### src/rtl/cmp4_stream_ctrl.sv
// -----------------------------------------------------------------------------
// cmp4_stream_ctrl
//
// Sequential front-end for an external 4-bit magnitude comparator. Samples
// arrive over a valid/ready handshake. Each sample is compared against a
// loadable threshold: both operands are driven from registers, and the
// comparator's gt/lt/eq flags are sampled back. Every result is returned as a
// 2-bit code over a second valid/ready handshake. The block also keeps
// saturating per-outcome counters and a sticky error flag, which is set when
// a sampled flag set is not one-hot.
//
// Configuration macro: CMP4_SETTLE_EN
//   defined   : a DRIVE state holds the operands for one settle cycle before
//               the flags are sampled (2-cycle result latency).
//   undefined : IDLE goes straight to SAMPLE (1-cycle result latency).
//
// Parameters
//   CNT_W      width of each saturating event counter
//
// Ports
//   clk, rst_n                 rising-edge clock, async active-low reset
//   in_valid/in_ready/in_data  sample input handshake (ready only in IDLE)
//   thr_load/thr_data          threshold load (honoured in IDLE and OUT)
//   cmp_a/cmp_b                registered operands (sample / threshold)
//   cmp_gt/cmp_lt/cmp_eq       comparator flags (1 or high-Z)
//   out_valid/out_ready/out_res result handshake; 01 lt, 10 gt, 11 eq, 00 bad
//   gt_cnt/lt_cnt/eq_cnt       saturating outcome counters
//   cnt_clr                    synchronous clear of counters and err
//   err                        sticky non-one-hot flag error
// -----------------------------------------------------------------------------
module cmp4_stream_ctrl #(
  parameter int CNT_W = 8
) (
  input  logic             clk,
  input  logic             rst_n,
  input  logic             in_valid,
  output logic             in_ready,
  input  logic [3:0]       in_data,
  input  logic             thr_load,
  input  logic [3:0]       thr_data,
  output logic [3:0]       cmp_a,
  output logic [3:0]       cmp_b,
  input  logic             cmp_gt,
  input  logic             cmp_lt,
  input  logic             cmp_eq,
  output logic             out_valid,
  input  logic             out_ready,
  output logic [1:0]       out_res,
  output logic [CNT_W-1:0] gt_cnt,
  output logic [CNT_W-1:0] lt_cnt,
  output logic [CNT_W-1:0] eq_cnt,
  input  logic             cnt_clr,
  output logic             err
);

  typedef enum logic [1:0] {
    S_IDLE   = 2'd0,
    S_DRIVE  = 2'd1,
    S_SAMPLE = 2'd2,
    S_OUT    = 2'd3
  } state_t;

  localparam logic [CNT_W-1:0] CNT_MAX = '1;

  state_t           state_q, state_d;
  logic [3:0]       cmp_a_q, cmp_a_d;
  logic [3:0]       cmp_b_q, cmp_b_d;
  logic             out_valid_q, out_valid_d;
  logic [1:0]       out_res_q, out_res_d;
  logic [CNT_W-1:0] gt_cnt_q, gt_cnt_d;
  logic [CNT_W-1:0] lt_cnt_q, lt_cnt_d;
  logic [CNT_W-1:0] eq_cnt_q, eq_cnt_d;
  logic             err_q, err_d;

  // The flags come from a tri-state source. Only a solid logic 1 counts as
  // asserted, so Z or X reads as 0.
  logic gt_hi, lt_hi, eq_hi, one_hot;
  assign gt_hi   = (cmp_gt === 1'b1);
  assign lt_hi   = (cmp_lt === 1'b1);
  assign eq_hi   = (cmp_eq === 1'b1);
  assign one_hot = $onehot({gt_hi, lt_hi, eq_hi});

  function automatic logic [CNT_W-1:0] sat_inc(input logic [CNT_W-1:0] v);
    return (v == CNT_MAX) ? v : v + CNT_W'(1);
  endfunction

  always_comb begin
    // NOTE: every _d starts from its _q value, so no path leaves a signal
    // unassigned and no latch is inferred.
    state_d     = state_q;
    cmp_a_d     = cmp_a_q;
    cmp_b_d     = cmp_b_q;
    out_valid_d = out_valid_q;
    out_res_d   = out_res_q;
    gt_cnt_d    = gt_cnt_q;
    lt_cnt_d    = lt_cnt_q;
    eq_cnt_d    = eq_cnt_q;
    err_d       = err_q;

    unique case (state_q)
      S_IDLE: begin
        // A threshold load and a sample accept can share this edge. The new
        // threshold is what the sample is compared against.
        if (thr_load) cmp_b_d = thr_data;
        if (in_valid) begin
          cmp_a_d = in_data;
`ifdef CMP4_SETTLE_EN
          state_d = S_DRIVE;
`else
          state_d = S_SAMPLE;
`endif
        end
      end
      S_DRIVE: begin
        state_d = S_SAMPLE;
      end
      S_SAMPLE: begin
        out_valid_d = 1'b1;
        state_d     = S_OUT;
        if (one_hot) begin
          if (gt_hi) begin
            out_res_d = 2'b10;
            gt_cnt_d  = sat_inc(gt_cnt_q);
          end else if (lt_hi) begin
            out_res_d = 2'b01;
            lt_cnt_d  = sat_inc(lt_cnt_q);
          end else begin
            out_res_d = 2'b11;
            eq_cnt_d  = sat_inc(eq_cnt_q);
          end
        end else begin
          out_res_d = 2'b00;
          err_d     = 1'b1;
        end
      end
      S_OUT: begin
        if (thr_load) cmp_b_d = thr_data;
        if (out_ready) begin
          out_valid_d = 1'b0;
          out_res_d   = 2'b00;
          state_d     = S_IDLE;
        end
      end
      default: state_d = S_IDLE;
    endcase

    // A clear overrides any update from SAMPLE on the same edge.
    if (cnt_clr) begin
      gt_cnt_d = '0;
      lt_cnt_d = '0;
      eq_cnt_d = '0;
      err_d    = 1'b0;
    end
  end

  always_ff @(posedge clk or negedge rst_n) begin
    if (!rst_n) begin
      state_q     <= S_IDLE;
      cmp_a_q     <= '0;
      cmp_b_q     <= '0;
      out_valid_q <= 1'b0;
      out_res_q   <= 2'b00;
      gt_cnt_q    <= '0;
      lt_cnt_q    <= '0;
      eq_cnt_q    <= '0;
      err_q       <= 1'b0;
    end else begin
      // NOTE: non-blocking assignments, so every flop updates together from
      // its pre-edge value.
      state_q     <= state_d;
      cmp_a_q     <= cmp_a_d;
      cmp_b_q     <= cmp_b_d;
      out_valid_q <= out_valid_d;
      out_res_q   <= out_res_d;
      gt_cnt_q    <= gt_cnt_d;
      lt_cnt_q    <= lt_cnt_d;
      eq_cnt_q    <= eq_cnt_d;
      err_q       <= err_d;
    end
  end

  assign in_ready  = (state_q == S_IDLE);
  assign cmp_a     = cmp_a_q;
  assign cmp_b     = cmp_b_q;
  assign out_valid = out_valid_q;
  assign out_res   = out_res_q;
  assign gt_cnt    = gt_cnt_q;
  assign lt_cnt    = lt_cnt_q;
  assign eq_cnt    = eq_cnt_q;
  assign err       = err_q;

endmodule

### config.mk
export PLATFORM = sky130hd
export DESIGN_NAME = cmp4_stream_ctrl
export DESIGN_NICKNAME = d
export VERILOG_FILES = /design/src/rtl/cmp4_stream_ctrl.sv
export SDC_FILE = /design/constraint.sdc
export NUM_CORES = 1
export LEC_CHECK = 0
export ABC_AREA = 1
export CAP_MARGIN = 15
export CORE_MARGIN = 1.5
export CORE_UTILIZATION = 49
export CTS_CLUSTER_SIZE = 20
export DETAILED_ROUTE_END_ITERATION = 16
export GPL_ROUTABILITY_DRIVEN = 0
export PLACE_DENSITY = 0.84
export REMOVE_ABC_BUFFERS = 1
export SYNTH_ARGS = -nofsm -noshare
export SYNTH_HDL_FRONTEND = slang
export SYNTH_SLANG_ARGS = --single-unit
export TNS_END_PERCENT = 50
### constraint.sdc
create_clock -name clk -period 1.8 [get_ports clk]
set_input_delay 0.45 -clock clk [delete_from_list [all_inputs] [get_ports clk]]
set_output_delay 0.45 -clock clk [all_outputs]
set_load 0.01 [all_outputs]
Yosys cells after proc, flatten, opt, wreduce, memory -nomap -nowiden
Index checks and enable logic that the tools add are counted. W data, S select, Z words.

Register bits after elaboration: 38. Input bits: 17. Output and inout port bits: 37. Logic and storage cells: 76.

Add/sub/neg operators: 5. Equality and inequality tests: 18. Mux-type cells: 29. Reductions and logical operators: 15.

Operators by type and width (number): $mux W8 (17); $add A8 B1 Y8 const B (3); $eq A8 B8 Y1 const B (3); $ne A2 B2 Y1 const B (8); $mux W2 (5); $reduce_and A2 Y1 (5); $reduce_and A5 Y1 (2); $reduce_bool A2 Y1 (5); $pmux W2 S4 (1); $eq A2 B1 Y1 const B (2); $eq A2 B2 Y1 const B (2); $mux W1 (4); $pmux W2 S2 (1); $reduce_and A4 Y1 (1); $eqx A1 B1 Y1 const B (3); $add A1 B1 Y2 (1); $add A2 B1 Y2 (1); $logic_not A2 Y1 (1); $pmux W1 S2 (1); $reduce_or A2 Y1 (1).

Logic depth before layout (Yosys ltp)
Gate-level depths: netlist of the first run.

Depth in word-level cells: 7. Mapped depth: 10. Depth with buffers taken out: 10.

Worst setup path after synthesis of the first run
No wires, ideal clock.

Kind: input -> register. Start: in cmp_lt. End: reg eq_cnt_q[6], in the netlist eq_cnt[6]. Setup time: 115 ps. Arrival time: 1723 ps. Data required time: 1685 ps. Setup slack: -38 ps. Stages: 10. Buffers on the path: 0. Cells stage by stage: inv_1 fa_1 inv_1 nand2_1 nor2_1 nand2_1 nor2_2 nand2_1 inv_1 nor2_1.

Word-level cells in the longest chain between the ends: 6. Elaborated cells on any way between the ends: 7. Those cells by class: add/sub (2); eq/ne (3); reduce/logical (2).

RTL lines: start: declaration (line 44) `input logic cmp_lt,`; $eqx A1 B1 Y1 * (line 79) `assign lt_hi = (cmp_lt === 1'b1);`; $add A1 B1 Y2 (implied by the code) (line 81) `assign one_hot = $onehot({gt_hi, lt_hi, eq_hi});`; $add A2 B1 Y2 (implied by the code) (line 81); $eq A2 B1 Y1 (line 81); $reduce_bool A2 Y1 (no line); $reduce_and A5 Y1 (no line) *; end signal: assignment (line 177) `eq_cnt_q <= eq_cnt_d;`; end: declaration (line 72) `logic [CNT_W-1:0] eq_cnt_q, eq_cnt_d;`.

Mark *: on every way between the ends. The rest lies on a longest branch, timed or not. A chain may end at the register's enable or synchronous reset.

Worst setup path in the final report of the first run
Start: reg eq_cnt_q[3], in the netlist eq_cnt[3]. End: out eq_cnt[3].

RTL lines: end: declaration (line 51) `output logic [CNT_W-1:0] eq_cnt,`.

No word-level cell between the ends.

==> metrics.md, run 1 <==
| Metric | Value |
|---|---|
| Status | finished clean |
| Worst-path clk slew | 0.07 ns |
| Clock sink count | 38 |
| Yosys reg bits | 38 |
| DP Worst Slack | -0.685 ns |
| Row cnt | 23 |
| Setup CP Type | flip-flop to output pin |
| Antenna Nets Post-Route | 0 |
| DIE HEIGHT | 69.1 µm |
| Cts hold-fix bufs | 0 |
| Final setup margin | 0.0404 ns |
| Chip width | 69.1 µm |
| Clk_skew | 0.00229 ns |
| Area share of the leading cell type in the synthesized netlist | 0.444 |
| Global-route wire length before repair | 8.36 mm |
| Final setup viols | 0 |
| Htree depth | 2 |
| Fmax | 0.568 GHz |
| Worst-Margin Slew | 0.414 ns |
| Worst setup SP type | flip-flop |
| Final Hold Vio Count | 0 |
| TNS Setup | 0 ns |
| Max VDD drop | 0.696 mV |
| Worst hold path class | input port to async pin |
| Initial DRC Count | 167 |
| Post-Syn Instances | 268 |
| Gr ovfl total | 0 |
| CP Depth | 1 |
| Mean Syn Cell Area | 8.00 µm² |
| WL/cell | 12.9 µm |
| Post-synth cell types | 27 |
| Sequential-to-total area share from yosys stat | 0.444 |
| YS warnings | 0 |
| Critical path data required time | 1.35 ns |
| Reg2Reg Depth | 9 |
| Buf+Inv Stages, Crit Path | 1 |
| Cell family with most CP delay | buffers and inverters |
| Slew Limit Fails | 0 |
| Critical Path Sink Type | output pin |
| Worst EP arrival | 1.31 ns |
| Longest Clk Path Bufs | 2 |
| Post-DR vias/cell | 5.10 |
| Root Driver | clkbuf_8 |
| Via count | 1979 |
| Pwr dens | 915 mW/mm² |
| Total CTS buffers | 5 |
| Routed Wire Length | 4.99 mm |
| Initial antenna violation count | 0 |
| Cell type with the largest total area after synthesis | dfrtp_1 |
| Antenna diodes | 0 |
| Buffers on Ports | 53 |
| Clk_lat worst skew | 0.29 ns |
| Total GRT Usage | 0.215 |
| Final Critical Period | 1.76 ns |
| HPWL after detailed placement | 3.37 mm |
| Residual DRC | 0 |
| Max capacitance violation total | 0 |
| Pre-antenna DRT Iters | 4 |
| Critical path's largest stage delay | 0.57 ns |
| Worst path slowest cell | clkdlybuf4s50_1 |
| Area contributors post-synth | dfrtp_1 44%, nand2_1 13%, inv_1 6.1% |
| Nets | 362 |
| Die area | 0.00478 mm² |
| Crit path max fanout | 5 |
| Fin area | 0.00292 mm² |
| Placed inst area | 0.00278 mm² |
| P_leak | 1.41 nW |
| # IOs | 54 |
| Worst-path cell chain | clkdlybuf4s50_1 |
| Initial Utilization | 0.521 |
| Pin count of the biggest net entering global routing | 19 |
| Vias in the first global route | 1881 |
| Worst slew margin | 0.724 |
| Layout area overhead | 36.1% |
| CTS tree | done |
| Core Footprint | 0.00412 mm² |
| Final worst-path cycle share | 0.978 |
| Share of cells above drive strength 1 | 0.169 |
| Mapped Area | 0.00214 mm² |
==> cells in the final DEF (no fill, tap or decap), drive strengths merged <==
cell and count:
a21oi 2, buf 13, clkbuf 8, clkdlybuf4s15 1, clkdlybuf4s50 48, dfrtp 38, dlygate4sd2 1, fa 1
ha 6, inv 36, mux2 8, nand2 83, nand3 27, nand3b 4, nand4 1, nor2 30
nor3 2, o21ai 18, o21bai 3, o22ai 2, or2 2, xor2 4
==> per-layer routing <==
layer / vias to the layer above / GRT usage / part of all wire
met4: 0 / 0.0915 / 0.018
met2: 58 / 0.349 / 0.48
li1: 992 / - / -
met5: - / 0 / 0
met3: 10 / 0.0526 / 0.050
met1: 919 / 0.273 / 0.45
==> through the flow <==
step / util / hold WS [ns] / power [mW] / instances
final: 0.709 / 0.0845 / 2.67 / 388
after global placement: 0.676 / 0.396 / 2.07 / 377
after CTS: 0.707 / 0.0975 / 2.67 / 387
after global routing: 0.709 / 0.106 / 2.85 / 388
after detailed placement: 0.676 / 0.414 / 2.10 / 377
after floorplan: - / 0.154 / 1.63 / 265
==> area by class of cell <==
type / instances / area (µm²)
fill: 323 / 1200
multi-input combinational: 193 / 1090
sequential: 38 / 953
timing repair buffer: 64 / 601
inverter: 36 / 135
clock buffer: 7 / 76.3
tap: 50 / 62.6
==> final timing paths <==
kind                              to  slack (ns)       start
max                        eq_cnt[3]        0.04   eq_cnt[3]
min                         cmp_a[0]        0.08       rst_n
max in group asynchronous  lt_cnt[3]        1.19       rst_n
max reg2reg                lt_cnt[0]        0.15  state_q[0]
min reg2reg                 cmp_a[0]        0.50    cmp_a[0]
min in group clk            cmp_a[0]        0.50    cmp_a[0]
==> registers in the layout, indices dropped and copies added (netlist names) <==
register / cells
cmp_a: 4
cmp_b: 4
eq_cnt: 8
err: 1
gt_cnt: 8
lt_cnt: 8
out_res: 2
out_valid: 1
state_q: 2
==> timing repair <==
item | 4_1_cts | 5_1_grt
setup buffers | 2 | 0
endpoints found under the setup margin | 26 | 23
resized for setup | 17 | 7
gates cloned | 1 | 1
pin swaps | 3 | 7
==> where the power goes <==
group          leakage [nW]  switching (mW)  internal, mW
Combinational         0.868           0.463         0.524
Clock                0.0383           0.288         0.267
Sequential            0.499           0.101          1.02
==> kinds of logic (layout without fill, tap and decap cells) <==
logic type      count (synthesis)  after routing  synth area share
fa+ha+maj                       7              7            0.0444
simple gates                  148            149             0.309
mux                             8              8            0.0420
flops                          38             38             0.444
buf+inv                        39            107            0.0718
compound gates                 24             25            0.0730
xor+xnor                        4              4            0.0163
==> cells in the mapped netlist <==
| cell | count |
|---|---|
| nand2_1 | 77 |
| dfrtp_1 | 38 |
| inv_1 | 35 |
| nand3_1 | 26 |
| nor2_1 | 24 |
| mux2_2 | 8 |
| ha_1 | 6 |
| nand2_2 | 6 |
| o21ai_0 | 6 |
| o21ai_1 | 6 |
| nand3b_1 | 4 |
| o21ai_2 | 4 |
| xor2_1 | 4 |
| nor2_4 | 3 |
| o21bai_1 | 3 |
| a21oi_1 | 2 |
| clkbuf_1 | 2 |
| nor2_2 | 2 |
| nor3_1 | 2 |
| o22ai_1 | 2 |
| or2_2 | 2 |
| buf_6 | 1 |
| fa_1 | 1 |
| inv_2 | 1 |
| nand3_2 | 1 |
| nand4_1 | 1 |
| o21ai_4 | 1 |
Power figures use the tool's default switching activity.
==> run 2: changes to the inputs <==
Settings changed: HOLD_SLACK_MARGIN set to 0.08.
==> results of run 2 <==
The final DEF is identical to that of run 1; final timing and power are the same.
==> run 3: changes to the inputs <==
Settings changed: SKIP_CTS_REPAIR_TIMING set to 1.
==> run 3 against run 2 <==
Compared with the run above: via count decreased by 1.5%; final cell count is 0.52% lower; worst setup slack better by 0.0024 ns; sequential share of layout area unchanged; sequential cell count is the same; clock power decreased by 0.7%; largest power group unchanged; highest routed layer unchanged; global-route usage is 1.2 points lower; clock skew hardly changed.
==> metrics.md, run 3 (synthesized netlist as in run 1, its figures left out) <==
| Metric | Value |
|---|---|
| Status | finished clean |
| Worst EP arrival | 1.31 ns |
| Initial Utilization | 0.521 |
| Final Hold Vio Count | 0 |
| Via count | 1950 |
| Core Footprint | 0.00412 mm² |
| Worst hold path class | input port to async pin |
| TNS Setup | 0 ns |
| Clk_skew | 0.00187 ns |
| CTS tree | done |
| Nets | 360 |
| Critical path data required time | 1.35 ns |
| RSZ-0062 raised after global routing | no |
| Critical Path Sink Type | output pin |
| Longest Clk Path Bufs | 2 |
| Post-DR vias/cell | 5.05 |
| Worst path slowest cell | clkdlybuf4s50_1 |
| Initial DRC Count | 154 |
| Gr ovfl total | 0 |
| Global-route wire length before repair | 7.91 mm |
| Layout area overhead | 36.1% |
| Initial antenna violation count | 0 |
| Vias in the first global route | 1805 |
| Max VDD drop | 0.698 mV |
| DIE HEIGHT | 69.1 µm |
| Slew Limit Fails | 0 |
| WL/cell | 12.3 µm |
| Row cnt | 23 |
| Cell family with most CP delay | buffers and inverters |
| Commonest non-fill, non-tap cell in the layout | nand2_1 |
| Cells after DPL | 377 |
| Max capacitance violation total | 0 |
| Worst setup SP type | flip-flop |
| Most frequent cells in the layout | 76 x nand2_1, 48 x clkdlybuf4s50_1, 36 x dfrtp_1 |
| Worst slew margin | 0.725 |
| Root Driver | clkbuf_8 |
| Worst-path cell chain | clkdlybuf4s50_1 |
| Crit path max fanout | 6 |
| Pre-antenna DRT Iters | 4 |
| Clock sink count | 38 |
| Die area | 0.00478 mm² |
| Total CTS buffers | 5 |
| Final worst-path cycle share | 0.976 |
| Total GRT Usage | 0.203 |
| Final setup viols | 0 |
| HPWL after detailed placement | 3.37 mm |
| # IOs | 54 |
| Buf+Inv Stages, Crit Path | 1 |
| Residual DRC | 0 |
| Pin count of the biggest net entering global routing | 19 |
| Htree depth | 2 |
| Final Critical Period | 1.76 ns |
| Antenna Nets Post-Route | 0 |
| Fmax | 0.569 GHz |
| Share of cells above drive strength 1 | 0.158 |
| Antenna diodes | 0 |
| Total chip power | 2.65 mW |
| Buffers on Ports | 53 |
| Fillcell total | 321 |
| Worst-path clk slew | 0.07 ns |
| Chip width | 69.1 µm |
| Post-Layout Cell Count | 386 |
| P_leak | 1.42 nW |
| Pwr dens | 910 mW/mm² |
| Clk_lat worst skew | 0.29 ns |
| Routed Wire Length | 4.76 mm |
| Setup CP Type | flip-flop to output pin |
| Worst-Margin Slew | 0.413 ns |
| Critical path's largest stage delay | 0.57 ns |
==> run 3: final cells by class <==
type,instances,area [µm²],share of cell area
clock buffers,7,76.3,0.0262
inverters,36,135,0.0463
repair buffers,63,612,0.210
multi-input cells,192,1080,0.369
well taps,50,62.6,0.0215
flip-flops and latches,38,953,0.327
==> run 3: through the flow <==
stage / hold WS, ns / utilization / setup WS (ns) / cell area, µm²
finish: 0.0858 / 0.709 / 0.0428 / 2920
global route: 0.106 / 0.709 / 0.00206 / 2920
CTS: 0.0975 / 0.694 / -0.405 / 2860
detailed placement: 0.414 / 0.676 / -0.685 / 2780
global placement: 0.396 / 0.676 / -0.609 / 2780
floorplan: 0.154 / - / -0.0381 / 2120
==> run 3: power by group <==
| group | internal (mW) | leakage [nW] | switching [mW] |
|---|---|---|---|
| registers | 1.02 | 0.499 | 0.101 |
| logic | 0.530 | 0.882 | 0.446 |
| clock network | 0.267 | 0.0383 | 0.284 |
| total | 1.82 | 1.42 | 0.831 |
==> run 3: layer usage <==
| layer | track usage | up-vias | routed length (µm) |
|---|---|---|---|
| met4 | 0.0806 | 0 | 70 |
| met1 | 0.260 | 907 | 2210 |
| met2 | 0.329 | 48 | 2250 |
| li1 | - | 988 | - |
| met5 | 0 | - | 0 |
| met3 | 0.0526 | 7 | 236 |
==> run 3: final timing paths <==
check | start | endpoint | depth (start not counted) | slack (ns)
max | lt_cnt[2] | lt_cnt[2] | 1 | 0.04
min | rst_n | cmp_b[2] | 1 | 0.09
max reg2reg | state_q[0] | lt_cnt[3] | 9 | 0.18
min reg2reg | cmp_a[0] | cmp_a[0] | 1 | 0.50
max in group asynchronous | rst_n | lt_cnt[3] | 2 | 1.19
min in group clk | cmp_a[0] | cmp_a[0] | 1 | 0.50
